--- config.mk ---
export PLATFORM = sky130hd
export DESIGN_NAME = sevenseg_scan_ctrl
export DESIGN_NICKNAME = d
export VERILOG_FILES = /design/src/rtl/sevenseg_pkg.sv /design/src/rtl/sevenseg_dwell_timer.sv /design/src/rtl/sevenseg_scan_ctrl.sv
export SDC_FILE = /design/constraint.sdc
export NUM_CORES = 1
export LEC_CHECK = 0
export CAP_MARGIN = 20
export CELL_PAD_IN_SITES_DETAIL_PLACEMENT = 2
export CELL_PAD_IN_SITES_GLOBAL_PLACEMENT = 2
export CORE_MARGIN = 1
export CORE_UTILIZATION = 31
export CTS_CLUSTER_SIZE = 10
export DETAILED_ROUTE_END_ITERATION = 7
export PLACE_DENSITY = 0.71
export SYNTH_ARGS = -nofsm -noshare
export SYNTH_HDL_FRONTEND = slang
export SYNTH_SLANG_ARGS = --single-unit
--- constraint.sdc ---
create_clock -name clk -period 2.4 [get_ports clk]
set_input_delay 0.48 -clock clk [delete_from_list [all_inputs] [get_ports clk]]
set_output_delay 0.48 -clock clk [all_outputs]
set_load 0.02 [all_outputs]
--- src/rtl/sevenseg_pkg.sv ---
// Shared types and helpers for the seven-segment scan controller.
package sevenseg_pkg;

    typedef enum logic [1:0] {
        IDLE  = 2'd0,
        BLANK = 2'd1,
        SHOW  = 2'd2
    } state_t;

    localparam int DIGIT_W = 4;

    // Map one logical enable bit (1 = digit lit) onto the physical pin level.
    function automatic logic an_level(input logic on, input logic active_low);
        return on ^ active_low;
    endfunction

endpackage

--- src/rtl/sevenseg_dwell_timer.sv ---
// Loadable down-counter; tc is high while the count sits at zero.
module sevenseg_dwell_timer #(
    parameter int W = 4
) (
    input  logic         clk,
    input  logic         rst,
    input  logic         load,
    input  logic [W-1:0] load_val,
    output logic         tc,
    output logic         tc_next
);

    logic [W-1:0] count;
    logic [W-1:0] count_nxt;

    // Next count: reload on request, otherwise count down and hold at zero.
    always_comb begin
        count_nxt = count;
        if (load) begin
            count_nxt = load_val;
        end else if (count != '0) begin
            count_nxt = count - W'(1);
        end
    end

    // Count register.
    always_ff @(posedge clk) begin
        if (rst) begin
            count <= '0;
        end else begin
            count <= count_nxt;
        end
    end

    assign tc      = (count == '0);
    assign tc_next = (count_nxt == '0);

endmodule

--- src/rtl/sevenseg_scan_ctrl.sv ---
// Multiplexed seven-segment scanner with blanking gaps and frame-aligned,
// double-buffered display updates.
module sevenseg_scan_ctrl
    import sevenseg_pkg::*;
#(
    parameter int N_DIGITS        = 4,
    parameter int TICKS_PER_DIGIT = 1000,
    parameter int BLANK_TICKS     = 16,
    parameter int AN_ACTIVE_LOW   = 1
) (
    input  logic                            clk,
    input  logic                            rst,
    input  logic                            en,
    input  logic                            load,
    input  logic [DIGIT_W*N_DIGITS-1:0]     value_in,
    input  logic [N_DIGITS-1:0]             blank_in,
    output logic [DIGIT_W-1:0]              digit_code,
    output logic [N_DIGITS-1:0]             an,
    output logic [$clog2(N_DIGITS)-1:0]     digit_idx,
    output logic                            frame_done
);

    localparam int IW   = $clog2(N_DIGITS);
    localparam int MAXT = (TICKS_PER_DIGIT > BLANK_TICKS) ? TICKS_PER_DIGIT : BLANK_TICKS;
    localparam int CW   = $clog2(MAXT + 1);
    localparam int VW   = DIGIT_W * N_DIGITS;
    localparam logic AL = (AN_ACTIVE_LOW != 0);
    localparam state_t FIRST_PHASE = (BLANK_TICKS > 0) ? BLANK : SHOW;
    localparam logic [CW-1:0] BLANK_LOAD = CW'((BLANK_TICKS > 0) ? BLANK_TICKS - 1 : 0);
    localparam logic [CW-1:0] SHOW_LOAD  = CW'(TICKS_PER_DIGIT - 1);
    localparam logic [N_DIGITS-1:0] AN_OFF = {N_DIGITS{AL}};

    state_t              state, state_n;
    logic [IW-1:0]       idx, idx_n;
    logic [VW-1:0]       act_val, act_val_n, sh_val, sh_val_n;
    logic [N_DIGITS-1:0] act_blank, act_blank_n, sh_blank, sh_blank_n;
    logic                pending, pending_n;
    logic                frame_end;
    logic                tmr_load, tc, tc_next;
    logic [CW-1:0]       tmr_val;
    logic [N_DIGITS-1:0] an_n;
    logic [DIGIT_W-1:0]  code_n;
    logic                done_n;

    sevenseg_dwell_timer #(
        .W (CW)
    ) u_timer (
        .clk      (clk),
        .rst      (rst),
        .load     (tmr_load),
        .load_val (tmr_val),
        .tc       (tc),
        .tc_next  (tc_next)
    );

    // Scan sequencing: next state, next digit index and the dwell reload.
    always_comb begin
        state_n   = state;
        idx_n     = idx;
        frame_end = 1'b0;
        case (state)
            IDLE: begin
                idx_n = '0;
                if (en) state_n = FIRST_PHASE;
            end
            BLANK: begin
                if (tc) state_n = SHOW;
            end
            SHOW: begin
                if (tc) begin
                    state_n = FIRST_PHASE;
                    if (idx == IW'(N_DIGITS - 1)) begin
                        idx_n     = '0;
                        frame_end = 1'b1;
                    end else begin
                        idx_n = idx + IW'(1);
                    end
                end
            end
            default: state_n = IDLE;
        endcase
        if (!en) begin
            state_n   = IDLE;
            idx_n     = '0;
            frame_end = 1'b0;
        end
        // The timer is reloaded on every interval boundary with the length of
        // the interval being entered, so it always times the current state.
        tmr_load = (state == IDLE) || tc || !en;
        if (state_n == BLANK)     tmr_val = BLANK_LOAD;
        else if (state_n == SHOW) tmr_val = SHOW_LOAD;
        else                      tmr_val = '0;
    end

    // Display buffers: direct load while idle, otherwise shadow + commit at frame end.
    always_comb begin
        act_val_n   = act_val;
        act_blank_n = act_blank;
        sh_val_n    = sh_val;
        sh_blank_n  = sh_blank;
        pending_n   = pending;
        if (state == IDLE && load) begin
            act_val_n   = value_in;
            act_blank_n = blank_in;
            sh_val_n    = value_in;
            sh_blank_n  = blank_in;
            pending_n   = 1'b0;
        end else if (frame_end) begin
            if (load) begin
                act_val_n   = value_in;
                act_blank_n = blank_in;
                sh_val_n    = value_in;
                sh_blank_n  = blank_in;
                pending_n   = 1'b0;
            end else if (pending) begin
                act_val_n   = sh_val;
                act_blank_n = sh_blank;
                pending_n   = 1'b0;
            end
        end else if (load) begin
            sh_val_n   = value_in;
            sh_blank_n = blank_in;
            pending_n  = 1'b1;
        end
    end

    // Output values for the next cycle, derived from the next state and buffers
    // so the registered outputs line up with the state they describe.
    always_comb begin
        an_n = AN_OFF;
        for (int unsigned k = 0; k < N_DIGITS; k++) begin
            an_n[k] = an_level((state_n == SHOW) && (idx_n == IW'(k)) && !act_blank_n[k], AL);
        end
        code_n = '0;
        if (state_n != IDLE) code_n = act_val_n[idx_n*DIGIT_W +: DIGIT_W];
        done_n = (state_n == SHOW) && (idx_n == IW'(N_DIGITS - 1)) && tc_next;
    end

    // State, buffer and output registers.
    always_ff @(posedge clk) begin
        if (rst) begin
            state      <= IDLE;
            idx        <= '0;
            act_val    <= '0;
            act_blank  <= '1;
            sh_val     <= '0;
            sh_blank   <= '1;
            pending    <= 1'b0;
            an         <= AN_OFF;
            digit_code <= '0;
            frame_done <= 1'b0;
        end else begin
            state      <= state_n;
            idx        <= idx_n;
            act_val    <= act_val_n;
            act_blank  <= act_blank_n;
            sh_val     <= sh_val_n;
            sh_blank   <= sh_blank_n;
            pending    <= pending_n;
            an         <= an_n;
            digit_code <= code_n;
            frame_done <= done_n;
        end
    end

    assign digit_idx = idx;

endmodule

==> qor.txt <==
status - complete, but fails checks
violated checks - setup timing
DIE WIDTH - 101 um
first-pass GRT wire length - 17.3 mm
ant diodes - 0
DR vias/cell - 5.21
drt first pass iters - 4
worst-path cell chain - inv_2, ha_4, or4b_4, nor3_4, nand2_2, nand3_2, inv_1, ha_1, nor2_1, a31oi_1, nor2_1, nor4bb_4
unrepaired setup endpoints after global routing - true
Critical path destination - frame_done
Area after DPL - 3950 um^2
total number of vias - 2925
CP Launch Type - flop
Worst Path Required - 2.65 ns
Setup-failing EPs final - 14
Routed WL per cell - 20.3 um
total power - 2830 uW
async set or reset register ratio after synthesis - 0%
Clk Latency, worst-skew pair - 0.36 ns
Worst Setup SP - u_timer.count[1]
Post-Route WL - 11.4 mm
fraction of layout instances using a drive strength above 1 - 35.6%
initial core utilization - 32.6%
Cell Area, Synth - 3070 um^2
antenna violations before repair - 0
number of synthesized flops with an enable pin - 0
Overflow after GRT - 0
CP Class - flop to flop
worst hold-check path type - flop to flop
Max Freq - 0.371 GHz
Final Skew - 0.0165 ns
most frequent cells in the layout - dfxtp_1 (63), buf_4 (61), nor2_1 (54)
Die Ht - 101 um
Clock Path Buffers - 2
Syn Nets - 360
DPL Wire Length - 7.39 mm
gr usage total - 22.7%
Worst-path clk slew - 0.07 ns
port bufs - 34
Total Die Area - 10300 um^2
Max stage delay cell, worst path - or4b_4
hold_ws - 0.508 ns
largest net degree at the start of global routing - 29
#FFs+latches synth - 64
GPL Wtd Cong - 0.799
Slew Viols, Final - 0
TNS Setup - -1.73 ns
clk sink count - 64
Final ANT Viol Nets - 0
Multi-input gate area - 1970 um^2
cts hold-fix bufs - 0
Area growth, synth to finish - 48.1%
leakage power - 0.00185 uW
count of different cell masters after synthesis - 60
vias in the first global route - 3200
worst r2r path cells - 12
most common cell after layout, fill and taps aside - dfxtp_1
drc violations - 0
max incr delay on CP - 0.49 ns
Rel. slew slack - 53.7%
CP most frequent cell - nor2_1
Mapped Avg Cell Area - 9.30 um^2
Core Rows - 35
Most used DFF post-synth - dfxtp_1
Max-Cap Viols - 0
CP max FO - 5
fin worst setup slack - -0.299 ns
Hold Fails Final Rpt - 0
register-to-register setup slack - -0.30 ns
sequential-to-total area share from yosys stat - 41.8%
Mapped Cells - 330
RR Startpoint - u_timer.count[1]
Worst-Margin Slew - 0.694 ns
PwrDens - 622 nW/um^2
core area - 9420 um^2
Worst EP arrival - 2.94 ns
CTS root buf - clkbuf_8
sequential standard cell area - 1280 um^2
worst vdd ir - 0.000240 V
Tmin final - 2.70 ns
fillers - 1000
CTS tree - done
total CTS buffers - 9
Ports - 35
final design area excluding fillers - 4540 um^2
r2r endpoint - frame_done
Final Net Count - 457
crit path capture type - flop
Max H-tree Level - 3
DR iter-0 viols - 75
Ys Warns - 0
Tcrit/Tclk final - 112%
==> layer usage <==
layer / part of all wire, % / track usage, %
met1: 43 / 26.8
met2: 52 / 41.5
met3: 2.3 / 3.11
met4: 2.1 / 8.47
met5: 0 / 0
==> registers in the layout, summed over array words and instances, names as in the netlist <==
signal	count
state	2
pending	1
act_val	16
digit_code	4
sh_blank	4
u_timer.count	10
an	4
digit_idx	2
act_blank	4
frame_done	1
sh_val	16
==> cells by family (layout without fill, tap and decap cells) <==
family	Yosys count	after routing	share of synthesized area, %
fa+ha+maj	6	6	2.45
simple gates	135	135	24.4
mux	23	23	8.44
buf+inv	24	126	3.96
xor+xnor	4	4	1.14
flops	64	64	41.8
compound gates	74	74	17.9
==> report_power, final <==
part           total [uW]  internal (uW)  switching, uW
Sequential           1170           1130           41.5
Clock                 895            428            467
Combinational         758            368            390
Total                2830           1930            898
==> synthesized netlist by cell type, types with 4 or more instances <==
cell type / number / share of area (%)
a211o_1: 11 / 3.1
o22a_1: 5 / 1.4
xnor2_1: 4 / 1.1
clkbuf_1: 7 / 0.86
a211oi_1: 4 / 0.98
mux2i_1: 18 / 5.9
o221ai_1: 8 / 2.3
nor3_1: 7 / 1.1
dfxtp_1: 64 / 42
inv_1: 5 / 0.61
a21oi_1: 13 / 2.1
nand2_1: 15 / 1.8
nor4_1: 5 / 1.0
buf_2: 4 / 0.65
nor2_1: 56 / 6.9
nor2b_1: 12 / 2.4
nand3_1: 7 / 1.1
or3_1: 4 / 0.82
ha_1: 6 / 2.4
o21ai_0: 11 / 1.8
nand2b_1: 5 / 1.0
==> worst min-delay path by stage <==
stage                 startpoint      endpoint  slack, ns  cells past startpoint
finish                 sh_val[3]     sh_val[3]       0.51                      2
global route        act_blank[3]         an[3]       0.53                      2
CTS                 act_blank[0]  act_blank[0]       0.50                      2
detailed placement     sh_val[5]     sh_val[5]       0.49                      2
global placement       sh_val[8]     sh_val[8]       0.48                      2
floorplan             sh_val[11]    sh_val[11]       0.46                      2
==> critical path: cells and delay by family, from the launching register on <==
family	cells	cell delay, ns
adders and majority gates	2	0.34
AOI/OAI and AO/OA	1	0.06
DFF	1	0.33
and+or+nand+nor	7	1.67
buffers and inverters	2	0.19
==> timing repair <==
action / in CTS / in global routing
cloned: 0 / 0
gates resized for setup: 53 / 18
pin swaps: 11 / 9
setup endpoints to repair: 27 / 34
setup buffers: 5 / 5
==> final cells by class <==
cell class	instances	area share, %
timing repair buffer	105	20.4
inverter	5	0.413
multi-input combinational	242	43.4
sequential	64	28.2
tap	129	3.55
clock inverter	5	0.689
clock buffer	11	3.33
==> per-stage QoR <==
stage,utilization [%],std cells,setup WS (ns)
after detailed placement,41.9,535,-0.349
after global placement,41.9,535,-0.312
after global routing,48.3,561,-0.389
after CTS,47.0,556,-0.271
final,48.3,561,-0.299
after floorplan,-,330,-0.0131
Note: power is estimated with default switching activity, not from simulation.
